===== config.mk =====
export PLATFORM = sky130hd
export DESIGN_NAME = uart_tx_word_arbiter
export DESIGN_NICKNAME = d
export VERILOG_FILES = /design/src/rtl/uart_arb_pkg.sv /design/src/rtl/uart_tx_word_arbiter_rr_arbiter.sv /design/src/rtl/uart_tx_word_arbiter.sv
export SDC_FILE = /design/constraint.sdc
export NUM_CORES = 1
export LEC_CHECK = 0
export CAP_MARGIN = 20
export CORE_MARGIN = 2
export CORE_UTILIZATION = 25
export DETAILED_ROUTE_END_ITERATION = 10
export SLEW_MARGIN = 20
export SYNTH_ARGS = -nofsm -noshare
export SYNTH_HDL_FRONTEND = slang
export SYNTH_HIERARCHICAL = 1
export SYNTH_SLANG_ARGS = --single-unit

===== constraint.sdc =====
create_clock -name clk -period 3.6 [get_ports clk]
set_input_delay 0.54 -clock clk [delete_from_list [all_inputs] [get_ports clk]]
set_output_delay 0.54 -clock clk [all_outputs]
set_load 0.005 [all_outputs]

===== src/rtl/uart_arb_pkg.sv =====
// Shared types, constants and byte helpers for the UART word arbiter.
package uart_arb_pkg;

  // FSM encoding kept as plain 2-bit constants for legacy tools.
  typedef logic [1:0] state_t;
  localparam state_t IDLE = 2'd0;
  localparam state_t LOAD = 2'd1;
  localparam state_t REQ  = 2'd2;
  localparam state_t BUSY = 2'd3;

  localparam logic [7:0] TAG_PREFIX = 8'hA0;
  localparam int         WORD_BYTES = 4;

  // Tag byte sent ahead of a word: prefix in the high nibble, requester id in the low one.
  function automatic logic [7:0] tag_byte(input logic [3:0] id);
    return TAG_PREFIX | {4'h0, id};
  endfunction

  // Little-endian byte select: index 0 is bits [7:0].
  function automatic logic [7:0] word_byte(input logic [31:0] word, input logic [1:0] idx);
    logic [7:0] b;
    case (idx)
      2'd0:    b = word[7:0];
      2'd1:    b = word[15:8];
      2'd2:    b = word[23:16];
      2'd3:    b = word[31:24];
      default: b = 8'h00;
    endcase
    return b;
  endfunction

endpackage


===== src/rtl/uart_tx_word_arbiter_rr_arbiter.sv =====
// Round-robin arbiter: picks the first requester at or after the pointer
// (wrapping) and moves the pointer just past the winner when told to advance.
module rr_arbiter
  import uart_arb_pkg::*;
#(
  parameter int N = 2
) (
  input  logic         clk,
  input  logic         rst,
  input  logic [N-1:0] req,
  input  logic         advance,
  output logic [N-1:0] grant,
  output logic [3:0]   grant_idx,
  output logic         found
);

  logic [3:0] ptr_r;
  logic [3:0] idx_s;
  logic [3:0] next_ptr_s;
  logic [4:0] dist_s;
  logic [4:0] best_s;
  logic       found_s;

  // Find the valid requester with the smallest rotational distance from the pointer.
  always_comb begin
    found_s = 1'b0;
    idx_s   = 4'd0;
    best_s  = 5'd0;
    dist_s  = 5'd0;
    for (int i = 0; i < N; i++) begin
      if (5'(i) >= {1'b0, ptr_r}) begin
        dist_s = 5'(i) - {1'b0, ptr_r};
      end else begin
        dist_s = 5'(i) + 5'(N) - {1'b0, ptr_r};
      end
      if (req[i] && (!found_s || (dist_s < best_s))) begin
        found_s = 1'b1;
        best_s  = dist_s;
        idx_s   = 4'(i);
      end else begin
        found_s = found_s;
      end
    end
  end

  // Expand the winning index into a one-hot grant vector.
  always_comb begin
    grant = '0;
    for (int i = 0; i < N; i++) begin
      grant[i] = found_s && (idx_s == 4'(i));
    end
  end

  // With N==1 the wrap test is always true, so the pointer stays at 0.
  assign next_ptr_s = (idx_s == 4'(N - 1)) ? 4'd0 : (idx_s + 4'd1);
  assign grant_idx  = idx_s;
  assign found      = found_s;

  // Pointer moves only when a grant is actually taken.
  always_ff @(posedge clk) begin
    if (rst) begin
      ptr_r <= 4'd0;
    end else if (advance && found_s) begin
      ptr_r <= next_ptr_s;
    end else begin
      ptr_r <= ptr_r;
    end
  end

endmodule


===== src/rtl/uart_tx_word_arbiter.sv =====
// Shares one byte-wide UART transmitter between NUM_REQ word producers.
// Whole 32-bit words are granted round-robin and sent LSB first, optionally
// preceded by a tag byte naming the requester; words never interleave.
module uart_tx_word_arbiter
  import uart_arb_pkg::*;
#(
  parameter int NUM_REQ        = 2,
  parameter int SEND_TAG       = 1,
  parameter int TIMEOUT_CYCLES = 1023
) (
  input  logic                  clk,
  input  logic                  rst,
  input  logic [NUM_REQ-1:0]    req_valid,
  input  logic [32*NUM_REQ-1:0] req_data,
  output logic [NUM_REQ-1:0]    req_ready,
  input  logic                  tx_active,
  output logic [7:0]            tx_data,
  output logic                  tx_start,
  output logic                  busy,
  output logic [3:0]            grant_id,
  output logic                  timeout_err
);

  localparam int         TW        = $clog2(TIMEOUT_CYCLES + 1);
  localparam logic       TAG_EN    = (SEND_TAG != 0);
  localparam logic [2:0] LAST_BYTE = 3'(WORD_BYTES - 1 + SEND_TAG);

  state_t             state_r;
  logic [31:0]        word_r;
  logic [2:0]         byte_cnt_r;
  logic [TW-1:0]      to_cnt_r;

  logic [NUM_REQ-1:0] grant_oh_s;
  logic [3:0]         grant_idx_s;
  logic               found_s;
  logic               advance_s;
  logic [31:0]        sel_word_s;
  logic [1:0]         data_idx_s;
  logic [7:0]         load_byte_s;

  // A new grant is only taken from IDLE while the UART is quiet.
  assign advance_s = (state_r == IDLE) && !tx_active;

  rr_arbiter #(.N(NUM_REQ)) u_arb (
    .clk       (clk),
    .rst       (rst),
    .req       (req_valid),
    .advance   (advance_s),
    .grant     (grant_oh_s),
    .grant_idx (grant_idx_s),
    .found     (found_s)
  );

  // AND-OR mux of the granted requester's word (grant is one-hot).
  always_comb begin
    sel_word_s = 32'h0000_0000;
    for (int i = 0; i < NUM_REQ; i++) begin
      sel_word_s = sel_word_s | (req_data[32*i +: 32] & {32{grant_oh_s[i]}});
    end
  end

  // Byte for the current slot: tag first when enabled, then data bytes LSB first.
  always_comb begin
    data_idx_s = 2'(byte_cnt_r - 3'(SEND_TAG));
    if (TAG_EN && (byte_cnt_r == 3'd0)) begin
      load_byte_s = tag_byte(grant_id);
    end else begin
      load_byte_s = word_byte(word_r, data_idx_s);
    end
  end

  // Main FSM: grant, load byte, handshake with timeout, wait for UART idle.
  always_ff @(posedge clk) begin
    if (rst) begin
      state_r     <= IDLE;
      word_r      <= 32'h0000_0000;
      byte_cnt_r  <= 3'd0;
      to_cnt_r    <= '0;
      req_ready   <= '0;
      tx_data     <= 8'h00;
      tx_start    <= 1'b0;
      busy        <= 1'b0;
      grant_id    <= 4'd0;
      timeout_err <= 1'b0;
    end else begin
      req_ready <= '0;
      case (state_r)
        IDLE: begin
          if (found_s && !tx_active) begin
            req_ready  <= grant_oh_s;
            word_r     <= sel_word_s;
            grant_id   <= grant_idx_s;
            byte_cnt_r <= 3'd0;
            busy       <= 1'b1;
            state_r    <= LOAD;
          end else begin
            state_r <= IDLE;
          end
        end
        LOAD: begin
          tx_data  <= load_byte_s;
          to_cnt_r <= '0;
          tx_start <= 1'b1;
          state_r  <= REQ;
        end
        REQ: begin
          // An already-high tx_active counts as the acknowledge.
          if (tx_active) begin
            tx_start <= 1'b0;
            state_r  <= BUSY;
          end else if (to_cnt_r == TW'(TIMEOUT_CYCLES)) begin
            // UART never answered: abandon the rest of this word.
            timeout_err <= 1'b1;
            tx_start    <= 1'b0;
            busy        <= 1'b0;
            state_r     <= IDLE;
          end else begin
            to_cnt_r <= to_cnt_r + 1'b1;
          end
        end
        BUSY: begin
          if (!tx_active) begin
            if (byte_cnt_r == LAST_BYTE) begin
              busy    <= 1'b0;
              state_r <= IDLE;
            end else begin
              byte_cnt_r <= byte_cnt_r + 3'd1;
              state_r    <= LOAD;
            end
          end else begin
            state_r <= BUSY;
          end
        end
        default: begin
          tx_start <= 1'b0;
          busy     <= 1'b0;
          state_r  <= IDLE;
        end
      endcase
    end
  end

endmodule


## Yosys cells after proc, flatten, opt, wreduce, memory -nomap -nowiden

Cells that the tools add are included.
Widths: inputs -> output; s select.

- Bitwise gates (word level): 6
- Order comparisons: 3
- Equality and inequality tests: 17
- $add $sub $neg: 8
- Mux-type cells: 30
- Reductions and logical operators: 23

Operators by type and width:

| cell | number |
|---|---|
| $and 32x32->32 | 2 |
| $or 32x32->32 | 1 |
| $pmux 8 s4 | 1 |
| $mux 10 | 2 |
| $pmux 10 s2 | 1 |
| $mux 5 | 3 |
| $ne 2x2->1 const B | 6 |
| $mux 1 | 11 |
| $add 10x1->10 const B | 1 |
| $eq 10x10->1 const B | 1 |
| $sub 1x4->5 const A | 2 |
| $sub 2x4->5 const A | 2 |
| $mux 3 | 3 |
| $eq 2x2->1 const B | 4 |
| $ge 1x4->1 const A | 2 |
| $mux 8 | 1 |
| $pmux 2 s4 | 1 |
| $logic_and 1x1->1 | 6 |
| $mux 2 | 3 |
| $pmux 3 s2 | 1 |
| $reduce_and 3->1 | 2 |
| $reduce_and 6->1 | 1 |
| $lt 5x5->1 | 1 |
| $eq 2x1->1 const B | 2 |
| other kinds (21) | 27 |

- Output and inout port bits: 17
- Register bits: 68

## Depth between registers and ports, before layout

- Depth after elaboration: 11
- Mapped depth: 8
- Depth with buffers taken out: 6

## Modules after synthesis

Netlist, hierarchy kept.

By module, submodules not included:

| module | seq. area each (µm²) | times used | cells an instance | area each (µm²) |
|---|---|---|---|---|
| uart_tx_word_arbiter | 1281.2 | 1 | 354 | 3078.0 |
| rr_arbiter | 20.0 | 1 | 13 | 105.1 |

## Worst setup path after synthesis

No wires, ideal clock.

- Path kind: flip-flop to flip-flop
- From: reg state_r[0]
- To: reg to_cnt_r[9]
- Setup time: 0.122 ns
- Cell stages (with the launch flop): 8
- Arrival time: 1.562 ns
- Setup slack: 1.916 ns
- Cell sequence: dfxtp_1 -> inv_1 -> ha_1 -> buf_6 -> nor2b_4 -> buf_6 -> a21o_4 -> a221o_1

- Cells in the longest elaborated chain, start to end: 3
- Elaborated cells between the ends (all ways): 7

RTL lines:

| what | line | text |
|---|---|---|
| start: declaration | uart_tx_word_arbiter.sv:28 | `state_t state_r;` |
| start signal: assignment | uart_tx_word_arbiter.sv:75 | `state_r <= IDLE;` |
| start signal: assignment | uart_tx_word_arbiter.sv:95 | `state_r <= LOAD;` |
| start signal: assignment | uart_tx_word_arbiter.sv:97 | `state_r <= IDLE;` |
| $eq 2x2->1 / $eq 2x1->1 (equally long branches) | uart_tx_word_arbiter.sv:87 | `case (state_r)` |
| $ne 2x2->1 (no source line) / $reduce_bool 2->1 (equally long branches) | n/a |  |
| $reduce_and 3->1 (no source line) | n/a |  |
| end signal: assignment | uart_tx_word_arbiter.sv:118 | `to_cnt_r <= to_cnt_r + 1'b1;` |
| end: declaration | uart_tx_word_arbiter.sv:31 | `logic [TW-1:0] to_cnt_r;` |

Parallel ways exist; a longest one is shown, timed or not.
A chain may end at the register's enable or synchronous reset.

## Worst setup path in the final report

- From: in tx_active
- To: reg word_r[12]

- Cells in the longest elaborated chain, start to end: 3

RTL lines:

| what | line | text |
|---|---|---|
| start: declaration | uart_tx_word_arbiter.sv:16 | `input logic tx_active,` |
| $logic_not 1->1 | n/a |  |
| $logic_and 1x1->1 | uart_tx_word_arbiter.sv:89 | `if (found_s && !tx_active) begin` |
| $reduce_and 2->1 (no source line) | n/a |  |
| end signal: assignment | uart_tx_word_arbiter.sv:91 | `word_r <= sel_word_s;` |
| end: declaration | uart_tx_word_arbiter.sv:29 | `logic [31:0] word_r;` |

Every way passes these cells.

==> impl_metrics.yaml <==
status:
  run_status: "completed"
die:
  start_util_pct: 25.4
  io_pins: 86
  die_area_sq_um: 13700
  row_count: 41
  core-area_sq_um: 12500
  fp.dieW_um: 117
  die_y_um: 117
worst_hold_path:
  min_path_type: "flip-flop to flip-flop"
placed_design:
  dp_worst_setup_slack_ns: 0.983
  dpl.hpwl_um: 6480
  port_buffers: 85
  placed_cell_area_sq_um: 4130
  dp_cells: 598
  gp_congestion: 0.774
critical_path:
  slowest_delay_ns: 0.59
  critPathCaptureType: "flip-flop"
  crit_slowest_cell: "clkdlybuf4s50_1"
  crit_chain: "clkdlybuf4s50_1 > and2b_1 > nand2_1 > buf_4 > a221oi_1 > nor3_1"
  cp_max_fo: 29
  path_buf_inv: 2
  startpoint_type: "input pin"
  path_delay_family: "buffers and inverters"
  reg2reg_slack_ns: 1.54
  arrival_ns: 2.52
  path_class: "input pin to flip-flop"
  worstPathRequired_ns: 3.79
detailed_routing:
  drc: 0
  via_count: 2965
  viasPerCell: 4.83
  wl_per_cell_um: 14.1
  dr.pass1.iters: 5
  drt-initial-drc-count: 143
  totalWireLength_um: 8640
  postRouteAntennaNets: 0
cells_and_area:
  syn_to_final_growth_pct: 39.5
  final_util_pct: 35.5
  multi_input_area_sq_um: 1670
  fillers: 1321
  final_cells: 614
  regArea_sq_um: 1300
  layout_commonest_cell: "clkdlybuf4s50_1"
  n_antenna_cell: 0
  nets: 517
  finalInstanceArea_sq_um: 4440
  layout_common_cells: "84 x clkdlybuf4s50_1, 65 x dfxtp_1, 48 x nor2_1"
  drive_above_1_share_pct: 7.01
timing:
  period_needed_ns: 2.33
  finalCritPeriodShare_pct: 64.7
  fin_setup_tns_ns: 0
  fin_worst_skew_ns: 0.00687
  finalMaxSlewViolations: 0
  tightest_slew_ns: 0.575
  rsz0062_at_grt: "no"
  max_freq_mhz: 429
  worst_slack_ns: 1.27
  setup_viol: 0
  maxSlewHeadroom_pct: 61.7
  hold_viol: 0
grt:
  grt_pass1_vias: 2791
  grt_max_degree: 35
  grt_pass1_wl_um: 13800
  antenna_found_initial: 0
  grt_usage_pct: 13.0
  grt_remaining_overflow: 0
cts:
  cts_max_level: 3
  cts_root_buf: "clkbuf_16"
  insertion_delay_ns: 0.33
  clk_path_buf_depth: 2
  cts.sink_count: 65
  cts_tree: "done"
  path_clk_slew_ns: 0.05
  cts_hold_buf: 0
  post_cts_buffers: 0
  cts_buffers: 9
  ctsResizeCount: 0
synthesis:
  yosysUniqueCellTypes: 54
  synth_warnings: 6
  synth_adder_area_share_pct: 4.32
  synth_ff_type: "dfxtp_1"
  synth_top_family_by_area: "compound AO/OA/AOI/OAI gates"
  synthCells: 367
  synth_compound_area_share_pct: 24.4
  synthMuxAreaShare_pct: 2.24
  syn-cell-area_sq_um: 3180
  synth_async_sr_flop_share_pct: 0
  synth-edff-count: 0
  synthSimpleGateAreaFrac_pct: 20.4
  synth.yosys.seq_area_share_pct: 40.9
  synth_xor_area_share_pct: 0.550
  avgSynthCellArea_sq_um: 8.67
  synth-seq-cells: 65
power:
  p_per_area_nw_per_um2: 536
  vdd_ir_drop_max_mv: 0.287
  p_leak_nw: 1.62
run:
  cap_violations: 0
worst reg2reg max path: stages (launching register included):
cell and delay [ns]:
dfxtp_1 0.33, inv_1 0.14, ha_1 0.23, and2b_1 0.19, nand2_1 0.27, buf_4 0.33
a221oi_1 0.36, nor3_1 0.08
Yosys cell counts, drive strengths merged (2+ instances only):
cell	count	share of area, %
and3	3	0.59
dfxtp	65	41
a221o	3	0.94
or2	3	0.59
clkbuf	21	2.5
nor2b	2	0.63
o22ai	2	0.39
a211oi	2	0.47
a21oi	13	2.2
o31ai	2	0.47
o21a	2	0.47
o32ai	3	0.83
nand2	24	2.8
mux2i	6	1.9
o41ai	2	0.55
inv	15	1.8
buf	12	2.8
nand3b	2	0.47
a221oi	32	8.8
a21o	3	0.94
a222oi	8	2.5
a311oi	5	1.4
o211ai	6	1.4
nand4	3	0.59
and2	2	0.39
nor3b	2	0.47
a21boi	3	0.71
o21ai	3	0.47
nand3	6	0.94
nor2	48	5.7
ha	11	4.3
nor3	37	6.2
nand2b	3	0.59
xnor2	2	0.55
sequential cells by signal (all words and copies together), names as in the netlist:
name	cells
req_ready	2
state_r	2
to_cnt_r	10
timeout_err	1
tx_start	1
word_r	32
busy	1
byte_cnt_r	3
grant_id	4
u_arb/ptr_r	1
tx_data	8
metrics by stage:
| stage | hold WS (ns) | power [mW] |
|---|---|---|
| CTS | 0.473 | 2.40 |
| global route | 0.489 | 2.51 |
| finish | 0.472 | 2.38 |
| global placement | 0.463 | 1.48 |
| detailed placement | 0.466 | 1.50 |
| floorplan | 0.439 | 1.27 |
per-layer routing:
layer	vias up	wire length, um	track usage [%]	part of all wire (%)
met4	0	108	3.06	1.2
met1	1362	4070	17.5	47
li1	1503	-	-	-
met3	9	429	3.40	5.0
met2	91	4040	20.9	47
met5	-	0	0	0
worst paths after layout:
check        cells after the start                        to                startpoint
min reg2reg                      2  grant_id[0]$_SDFFE_PP0P_  grant_id[0]$_SDFFE_PP0P_
max reg2reg                      7   word_r[12]$_SDFFE_PP0P_   state_r[1]$_SDFFE_PP0P_
min                              2  grant_id[0]$_SDFFE_PP0P_  grant_id[0]$_SDFFE_PP0P_
max                              6   word_r[12]$_SDFFE_PP0P_                 tx_active
layout make-up:
cell class / count / area share (%)
multi-input cells: 256 / 37.7
flip-flops and latches: 65 / 29.3
repair buffers: 90 / 19.9
clock buffers: 10 / 5.15
well taps: 172 / 4.85
clock inverters: 6 / 1.86
inverters: 15 / 1.27
logic make-up (layout without fill, tap and decap cells):
| group | count (synthesis) | in the layout |
|---|---|---|
| simple gates | 137 | 137 |
| other cells | 1 | 3 |
| mux | 7 | 7 |
| flops | 65 | 65 |
| compound gates | 96 | 96 |
| buf+inv | 48 | 121 |
| xor+xnor | 2 | 2 |
| fa+ha+maj | 11 | 11 |
report_power, final:
part	switching (mW)	internal [mW]
combinational	0.306	0.285
clock	0.305	0.602
sequential	0.0654	0.819
total	0.676	1.71
(Power assumes the default switching activity.)
